$ cat config.mk
export PLATFORM = sky130hd
export DESIGN_NAME = microsequencer
export DESIGN_NICKNAME = d
export VERILOG_FILES = /design/src/rtl/microsequencer.sv
export SDC_FILE = /design/constraint.sdc
export NUM_CORES = 1
export LEC_CHECK = 0
export ABC_AREA = 1
export BUFFER_PORTS_ARGS = -buffer_cell sky130_fd_sc_hd__buf_2
export CAP_MARGIN = 20
export CORE_MARGIN = 1
export CORE_UTILIZATION = 40
export CTS_CLUSTER_DIAMETER = 80
export DETAILED_ROUTE_END_ITERATION = 8
export SYNTH_ARGS = -nofsm -noshare
export SYNTH_HDL_FRONTEND = slang
export SYNTH_SLANG_ARGS = --single-unit
$ cat constraint.sdc
create_clock -name clk -period 2.3 [get_ports clk]
set_clock_uncertainty 0.1 [all_clocks]
set_input_delay 0.46 -clock clk [delete_from_list [all_inputs] [get_ports clk]]
set_output_delay 0.46 -clock clk [all_outputs]
set_load 0.01 [all_outputs]
$ cat src/rtl/microsequencer.sv
// Microprogram sequencer: microstate register, next-state select, one-level
// call/return, stall-until-condition hold and a memory-wait watchdog.
module microsequencer #(
  parameter int unsigned          STATE_W     = 7,
  parameter logic [STATE_W-1:0]   RESET_STATE = 7'd0,
  parameter logic [STATE_W-1:0]   FETCH_STATE = 7'd1,
  parameter logic [STATE_W-1:0]   FAULT_STATE = 7'd127,
  parameter logic [7:0]           MAX_WAIT    = 8'd16
) (
  input  logic               clk,
  input  logic               rst_n,
  input  logic               halt,
  input  logic [2:0]         ns_sel,
  input  logic [STATE_W-1:0] cr_addr,
  input  logic [STATE_W-1:0] enc_addr,
  input  logic [1:0]         cond_sel,
  input  logic               inv,
  input  logic               moc,
  input  logic               cc_true,
  input  logic               ir_bit,
  output logic [STATE_W-1:0] state,
  output logic               stall,
  output logic               fault
);

  typedef enum logic [2:0] {
    NS_DISPATCH = 3'd0,
    NS_FETCH    = 3'd1,
    NS_JUMP     = 3'd2,
    NS_BRANCH   = 3'd3,
    NS_INCR     = 3'd4,
    NS_CALL     = 3'd5,
    NS_RETURN   = 3'd6,
    NS_HOLD     = 3'd7
  } ns_e;

  localparam logic [STATE_W-1:0] ONE        = STATE_W'(1);
  localparam logic [7:0]         WAIT_LIMIT = MAX_WAIT - 8'd1;

  logic [STATE_W-1:0] r_state;
  logic [STATE_W-1:0] r_ret_addr;
  logic [7:0]         r_wait_cnt;
  logic               r_fault;

  ns_e                w_ns;
  logic [3:0]         w_src;
  logic               w_cond;
  logic [STATE_W-1:0] w_inc;
  logic               w_hold_wait;
  logic               w_trip;
  logic [STATE_W-1:0] w_next;

  assign w_ns        = ns_e'(ns_sel);
  assign w_src       = {1'b1, ir_bit, cc_true, moc};
  assign w_cond      = w_src[cond_sel] ^ inv;
  assign w_inc       = r_state + ONE;
  assign w_hold_wait = (w_ns == NS_HOLD) && !w_cond;
  assign w_trip      = (MAX_WAIT != 8'd0) && (r_wait_cnt == WAIT_LIMIT) && w_hold_wait;

  always_comb begin
    w_next = w_inc;
    case (w_ns)
      NS_DISPATCH: w_next = enc_addr;
      NS_FETCH:    w_next = FETCH_STATE;
      NS_JUMP:     w_next = cr_addr;
      NS_BRANCH:   w_next = w_cond ? cr_addr : w_inc;
      NS_INCR:     w_next = w_inc;
      NS_CALL:     w_next = cr_addr;
      NS_RETURN:   w_next = r_ret_addr;
      NS_HOLD:     w_next = w_cond ? w_inc : r_state;
      default:     w_next = w_inc;
    endcase
  end

  // Halt freezes every register; a watchdog trip overrides the ROM decode.
  always_ff @(posedge clk or negedge rst_n) begin
    if (!rst_n) begin
      r_state    <= RESET_STATE;
      r_ret_addr <= '0;
      r_wait_cnt <= 8'd0;
      r_fault    <= 1'b0;
    end else if (!halt) begin
      if (w_trip) begin
        r_state    <= FAULT_STATE;
        r_fault    <= 1'b1;
        r_wait_cnt <= 8'd0;
      end else begin
        r_state    <= w_next;
        r_wait_cnt <= w_hold_wait ? r_wait_cnt + 8'd1 : 8'd0;
        if (w_ns == NS_CALL) begin
          r_ret_addr <= w_inc;
        end
      end
    end
  end

  assign state = r_state;
  assign fault = r_fault;
  assign stall = rst_n & ~halt & w_hold_wait;

endmodule

==> results by group, run 1 <==
Status
  – Status: finished, final reports clean

Global route
  – GRT Residual Overflow: 0
  – GRT met1 Usage: 0.293
  – M3 GR Usage: 0.0276
  – Largest net degree at the start of global routing: 24
  – Met2 usage: 0.305
  – Overall Global Routing Usage: 0.205
  – Initial antenna violation count: 0
  – First-pass GRT wire length: 6630 um
  – GRT busiest layer: met2
  – Vias in the first global route: 1454

STA
  – Final Max Tran Viols: 0
  – Worst hold slack: 0.110 ns
  – Tcrit/Tclk final: 0.851
  – Relative slew slack: 0.762
  – RSZ-0062 raised after global routing: false
  – Final setup violation count: 0
  – Peak Freq: about 510 MHz
  – Final min period: 1.96 ns
  – Worst-margin pin slew: about 0.36 ns
  – Final Hold Fails: 0
  – Fin Setup TNS: 0 ns

Power
  – Leak: 0.997 nW
  – VDD IR-drop max: 0.000297 V
  – Power Density: about 570 mW/mm^2

Critical path
  – Sum of buffers and inverters on the critical path: 3
  – CP max-delay cell: nand2_4
  – CP startpoint kind: input port
  – CP max stage delay: 0.16 ns
  – Worst EP arrival: 1.40 ns
  – Crit end category: primary output
  – CP Max Fanout: 9
  – Crit path cell chain: buf_2 -> inv_2 -> nand2_1 -> nand3_1 -> nand3_2 -> nand2_4 -> nand2_2 -> nor2_1 -> buf_2
  – Worst path required time: 1.74 ns
  – FF-to-FF End: state[5]
  – Reg2reg start: r_wait_cnt[0]
  – Critical path's most frequent cell: buf_2
  – Critical path class: in2out
  – Reg2Reg Depth: 8
  – R2R setup slack: 0.56 ns
  – Top delay family on crit path: simple AND/OR/NAND/NOR gates

Synth
  – Simple logic cell fraction of the synthesized area: 0.415
  – Ys async rst share: 1.00
  – XOR/XNOR Fraction of Synth Area: 0.0268
  – Share of the synthesized area in the top cell type: 0.352
  – Main combinational cell family by area after synthesis: simple AND/OR/NAND/NOR gates
  – Seq/Total Area, Yosys: 0.352
  – Dominant synthesized flop cell: dfrtp_1
  – Synthesized Nets: between 200 and 300
  – Most numerous cell in the Yosys netlist: nand2_1
  – Yosys reg bits: 23
  – Post-Syn Area: between 0.0015 and 0.002 sq mm
  – Synth Area in Adders: 0.0153
  – Warning count from the yosys run: 0
  – Mux contribution to synthesized area: 0
  – Synth Area in Compound Gates: 0.0980
  – Synth cell types: 34
  – Number of flops mapped to enable cells by yosys: 0
  – Commonest cells in the netlist: nand2_1, nand3_1, nor2_1
  – Ranking of synthesized cells by area: dfrtp_1, nand2_1, nand3_1
  – Mapped Avg Cell Area: 6.67 sq um
  – Mapped Cells: ~250
  – Synth area leader: dfrtp_1

Placement
  – Post-DP HPWL: roughly 3200 um
  – Port buffer count: 34
  – Placer Congestion: 0.803
  – Cell total after placement: 328

Floorplan
  – Die area: 0.00434 sq mm
  – Core Box Area: between 0.003 and 0.004 sq mm
  – Die Y: 65.9 um
  – Row Count: 22
  – Chip width: 65.9 um
  – I/O pins: 35
  – Initial Util: 0.430

Detailed routing
  – Drt drc: 0
  – First-pass iteration count of the detailed router: 4
  – Total wire length: 3930 um
  – Detailed-route via count: approximately 1600
  – Final ANT Viol Nets: 0
  – Iter 0 DRT Violations: 108
  – Wire per inst: 11.8 um
  – Vias per cell: just under 5

Clocking
  – Htree depth: 1
  – CTS tree: yes
  – CTS Hold Bufs: 0
  – Clock transition at the registers of the reported paths: 0.09 ns
  – Post-CTS setup repair buffer count: 0
  – CTS max path bufs: 2
  – Post-CTS sizing: 0
  – Clk root buf: clkbuf_8
  – Cts bufs inserted: 3
  – Clock Latency Late Sink: 0.27 ns
  – Sink Count: 23

Finish
  – Share of cells above drive strength 1: 0.208
  – Non-filler cells, final: between 300 and 400
  – N_diodes: 0
  – Final nets: about 310
  – Area growth, synth to finish: 17.5%

Job
  – # Max-Cap Violations: 0

Min path
  – Worst min path class: in2async
[placed cells by master (no fill, tap or decap), drive strengths merged, types with 2 or more instances in the layout]
cell,Yosys,layout
a21oi,9,9
and2,2,2
and3,2,2
buf,3,39
clkbuf,1,3
clkinv,1,2
dfrtp,23,23
ha,2,2
inv,32,32
nand2,75,75
nand3,33,33
nand4,3,3
nor2,31,31
nor3,2,2
o21a,3,3
o21ai,12,12
xor2,4,4
[worst max path at each step]
stage                           start    end  slack [ns]  cells past startpoint
final                     cond_sel[0]  stall        0.34                      9
after detailed placement  cond_sel[0]  stall        0.33                      9
after floorplan           cond_sel[0]  stall        0.64                      5
after global routing      cond_sel[0]  stall        0.22                      9
after CTS                 cond_sel[0]  stall        0.33                      9
after global placement    cond_sel[0]  stall        0.37                      7
[kinds of logic (layout without fill, tap and decap cells)]
| family | after synthesis | in the layout |
|---|---|---|
| xor+xnor | 5 | 5 |
| simple gates | 150 | 150 |
| buf+inv | 37 | 76 |
| compound gates | 28 | 28 |
| fa+ha+maj | 2 | 2 |
| flops | 23 | 23 |
[power by group]
part	internal [mW]	switching, mW	total (mW)
logic	0.130	0.208	0.339
registers	0.463	0.0440	0.507
clock network	0.121	0.136	0.257
[through the flow]
step,util,instance area (sq um),power (mW),worst slack [ns]
6_report,0.506,1920,1.10,0.344
4_1_cts,0.506,1920,1.12,0.326
2_1_floorplan,-,1630,0.731,0.638
3_5_place_dp,0.493,1870,0.856,0.335
5_1_grt,0.506,1920,1.20,0.222
3_3_place_gp,0.493,1870,0.851,0.375
[flip-flops by register name, summed over array words and instances, names as in the netlist]
name        count
r_wait_cnt      8
state           7
fault           1
r_ret_addr      7
[per-layer routing]
metal | part of all wire | vias to the layer above
met5 | 0 | -
met4 | 0.022 | 0
met3 | 0.041 | 8
met2 | 0.43 | 41
met1 | 0.50 | 719
li1 | - | 860
[layout make-up]
| cell class | instances | area [sq um] |
|---|---|---|
| clock buffer | 3 | 41.3 |
| tap | 48 | 60.1 |
| fill | 412 | 1880 |
| inverter | 33 | 124 |
| clock inverter | 1 | 5.00 |
| multi-input combinational | 185 | 907 |
| timing repair buffer | 39 | 208 |
| sequential | 23 | 576 |
[worst reg2reg max path: cells and delay by family, from the launching register on]
kind                       cells  cell delay (ns)
and+or+nand+nor                5             0.52
adders and majority gates      1             0.24
AOI/OAI and AO/OA              1             0.13
buffers and inverters          1             0.24
DFF                            1             0.41
No activity file was read; power rests on OpenSTA's default activity.
==> inputs of run 2 (changes only) <==
Settings changed: ABC_AREA 1 to unset.
==> results by group, run 2 <==
Finish
  – Largest register by flop count: r_wait_cnt
  – Largest register FFs: 8 (unchanged)
  – Most frequent cells in the layout: buf_2, dfrtp_1, nor2_1
  – Final core utilization: 0.509 (+0.00356)
  – N_diodes: 0 (unchanged)
  – Commonest non-fill, non-tap cell in the layout: buf_2
  – Area growth, synth to finish: 18.5%
  – Final nets: 213 (-32%)
  – Share of cells above drive strength 1: 0.380 (+0.173)
  – Final instance area: 0.00174 sq mm (-9.4%)

Power
  – Switching Share: 0.334 (-0.0185)
  – Clock power share: 0.175 (-0.058)
  – Share of power burned in registers: 0.504 (+0.044)
  – Power Density: 620 mW/mm^2 (+8.0%)
  – Leak: 0.757 nW (-24%)
  – VDD IR-drop max: 0.000334 V (+12%)
  – Comb pwr share: 0.321 (+0.014)
  – Total power draw: 1.08 mW (-2.2%)
  – Switching power: 360 uW (-7.3%)
  – Int Power: 718 uW (+0.57%)

Synth
  – Synth area leader: dfrtp_1
  – Number of flops mapped to enable cells by yosys: 0 (unchanged)
  – Yosys reg bits: 23 (unchanged)
  – Seq/Total Area, Yosys: 0.392 (+0.0399)
  – Dominant synthesized flop cell: dfrtp_1
  – Most numerous cell in the Yosys netlist: dfrtp_1
  – Commonest cells in the netlist: dfrtp_1, nor2_1, nand2_1
  – Post-Syn Area: 0.00147 sq mm (-10%)
  – Mapped Cells: 144 (-41%)
  – Mapped Avg Cell Area: 10.2 sq um (+53%)
  – Ys async rst share: 1.00 (unchanged)
  – Synth cell types: 47 (+38%)
  – Synthesized Nets: 172 (-37%)
  – Ranking of synthesized cells by area: dfrtp_1, a221oi_2, nor2_1
  – Warning count from the yosys run: 0 (unchanged)
  – Share of the synthesized area in the top cell type: 0.392 (+0.0399)

Clocking
  – Clock transition at the registers of the reported paths: 0.13 ns (+0.04 ns)
  – CTS tree: yes
  – Htree depth: 1 (unchanged)
  – Clk root buf: clkbuf_4
  – CTS max path bufs: 2 (unchanged)
  – CTS Hold Bufs: 0 (unchanged)
  – Sink Count: 23 (unchanged)
  – Clock Latency Late Sink: 0.31 ns (+0.04 ns)
  – Cts bufs inserted: 3 (unchanged)
  – Post-CTS setup repair buffer count: 0 (unchanged)
  – Post-CTS sizing: 0 (unchanged)

Critical path
  – Worst path required time: 1.74 ns (about the same)
  – Critical path class: in2out
  – Worst EP arrival: 1.58 ns (+0.18 ns)
  – CP Max Fanout: 4 (-5)
  – CP startpoint kind: input port
  – Crit end category: primary output

STA
  – Final min period: 2.14 ns (+0.182 ns)
  – Final Hold Fails: 0 (unchanged)
  – Tcrit/Tclk final: 0.930 (+0.0790)
  – Final worst setup slack: 0.162 ns (-0.182 ns)
  – Relative slew slack: 0.668 (-0.0947)
  – Worst-margin pin slew: 0.497 ns (+0.141 ns)
  – Final Max Tran Viols: 0 (unchanged)
  – RSZ-0062 raised after global routing: false
  – Final setup violation count: 0 (unchanged)
  – Fin Setup TNS: 0 ns (unchanged)
  – Peak Freq: 468 MHz (-8.5%)

Detailed routing
  – Iter 0 DRT Violations: 38 (-65%)
  – Detailed-route via count: 1189 (-27%)
  – Drt drc: 0 (unchanged)
  – Vias per cell: 5.17 (+5.4%)
  – Final ANT Viol Nets: 0 (unchanged)
  – Total wire length: 3090 um (-21%)
  – Wire per inst: 13.4 um (+14%)
  – First-pass iteration count of the detailed router: 5 (+1)

Floorplan
  – I/O pins: 35 (unchanged)
  – Row Count: 21 (-4.5%)
  – Die Y: 62.6 um (-5.1%)
  – Core Box Area: 0.00342 sq mm (-10%)
  – Die area: 0.00392 sq mm (-9.9%)
  – Initial Util: 0.430 (-0.000501)
  – Chip width: 62.6 um (-5.1%)

Global route
  – First-pass GRT wire length: 5400 um (-19%)
  – Initial antenna violation count: 0 (unchanged)
  – GRT Residual Overflow: 0 (unchanged)
  – Largest net degree at the start of global routing: 24 (unchanged)
  – Vias in the first global route: 1166 (-20%)
  – Overall Global Routing Usage: 0.172 (-0.0335)

Placement
  – Area after DPL: 0.00171 sq mm (-8.6%)
  – Placer Congestion: 0.766 (-4.6%)
  – Post-DP HPWL: 2420 um (-24%)
  – Port buffer count: 34 (unchanged)
  – Pre-CTS setup slack: 0.132 ns (-0.202 ns)

Status
  – Status: finished, final reports clean

Job
  – # Max-Cap Violations: 0 (unchanged)

Min path
  – Worst min path class: in2async
run 2: changes by cell type after synthesis, moves of 8 or more:
cell | previous run | this run
nand2_1 | 72 | 8
nand3_1 | 30 | 6
inv_1 | 26 | 4
a21oi_1 | 9 | 1
nor2_1 | 30 | 22
run 2: stage by stage:
step / hold slack (ns) / std cells
2_1_floorplan: 0.0644 / 144
3_3_place_gp: 0.346 / 226
3_5_place_dp: 0.347 / 226
4_1_cts: 0.0530 / 230
5_1_grt: 0.0685 / 230
6_report: 0.0614 / 230
run 2: critical path, stage by stage:
cell and delay (ns):
buf_2 0.11, nor3b_1 0.29, a21o_2 0.21, a21oi_2 0.08, nor2_1 0.15, and2_1 0.15
buf_2 0.12
run 2: metal layers:
layer / global-route usage / up-vias / share of wire
li1: - / 608 / -
met1: 0.217 / 559 / 0.47
met2: 0.304 / 20 / 0.49
met3: 0.0365 / 2 / 0.032
met4: 0.0262 / 0 / 0.0052
met5: 0 / - / 0
run 2: worst paths after layout:
kind                            cells after the start           from             to  slack, ns
worst min-delay path                                2          rst_n       state[1]       0.06
min in group clk                                    3     cr_addr[5]       state[5]       0.30
max in group asynchronous                           2          rst_n  r_wait_cnt[6]       1.80
worst max-delay path                                7    cond_sel[1]          stall       0.16
worst min register to register                      1          fault          fault       0.38
worst max register to register                      6  r_wait_cnt[4]       state[2]       0.28
run 2: cell families after synthesis:
| kind of cell | share of synthesized area |
|---|---|
| compound gates | 0.262 |
| xor+xnor | 0.0588 |
| fa+ha+maj | 0.0170 |
| simple gates | 0.194 |
| buf+inv | 0.0239 |
| mux | 0.0529 |
| flops | 0.392 |
run 2: layout make-up:
type	instances	area, sq um
timing repair buffer	39	208
sequential	23	576
fill	343	1680
inverter	4	15.0
tap	46	57.6
clock buffer	4	26.3
multi-input combinational	114	857
run 2: power groups by stage:
stage          combinational (mW)  sequential (mW)  clock [mW]
2_1_floorplan               0.231            0.554           0
5_1_grt                     0.384            0.555       0.218
4_1_cts                     0.350            0.544       0.201
3_3_place_gp                0.341            0.548           0
6_report                    0.346            0.544       0.188
3_5_place_dp                0.348            0.553           0
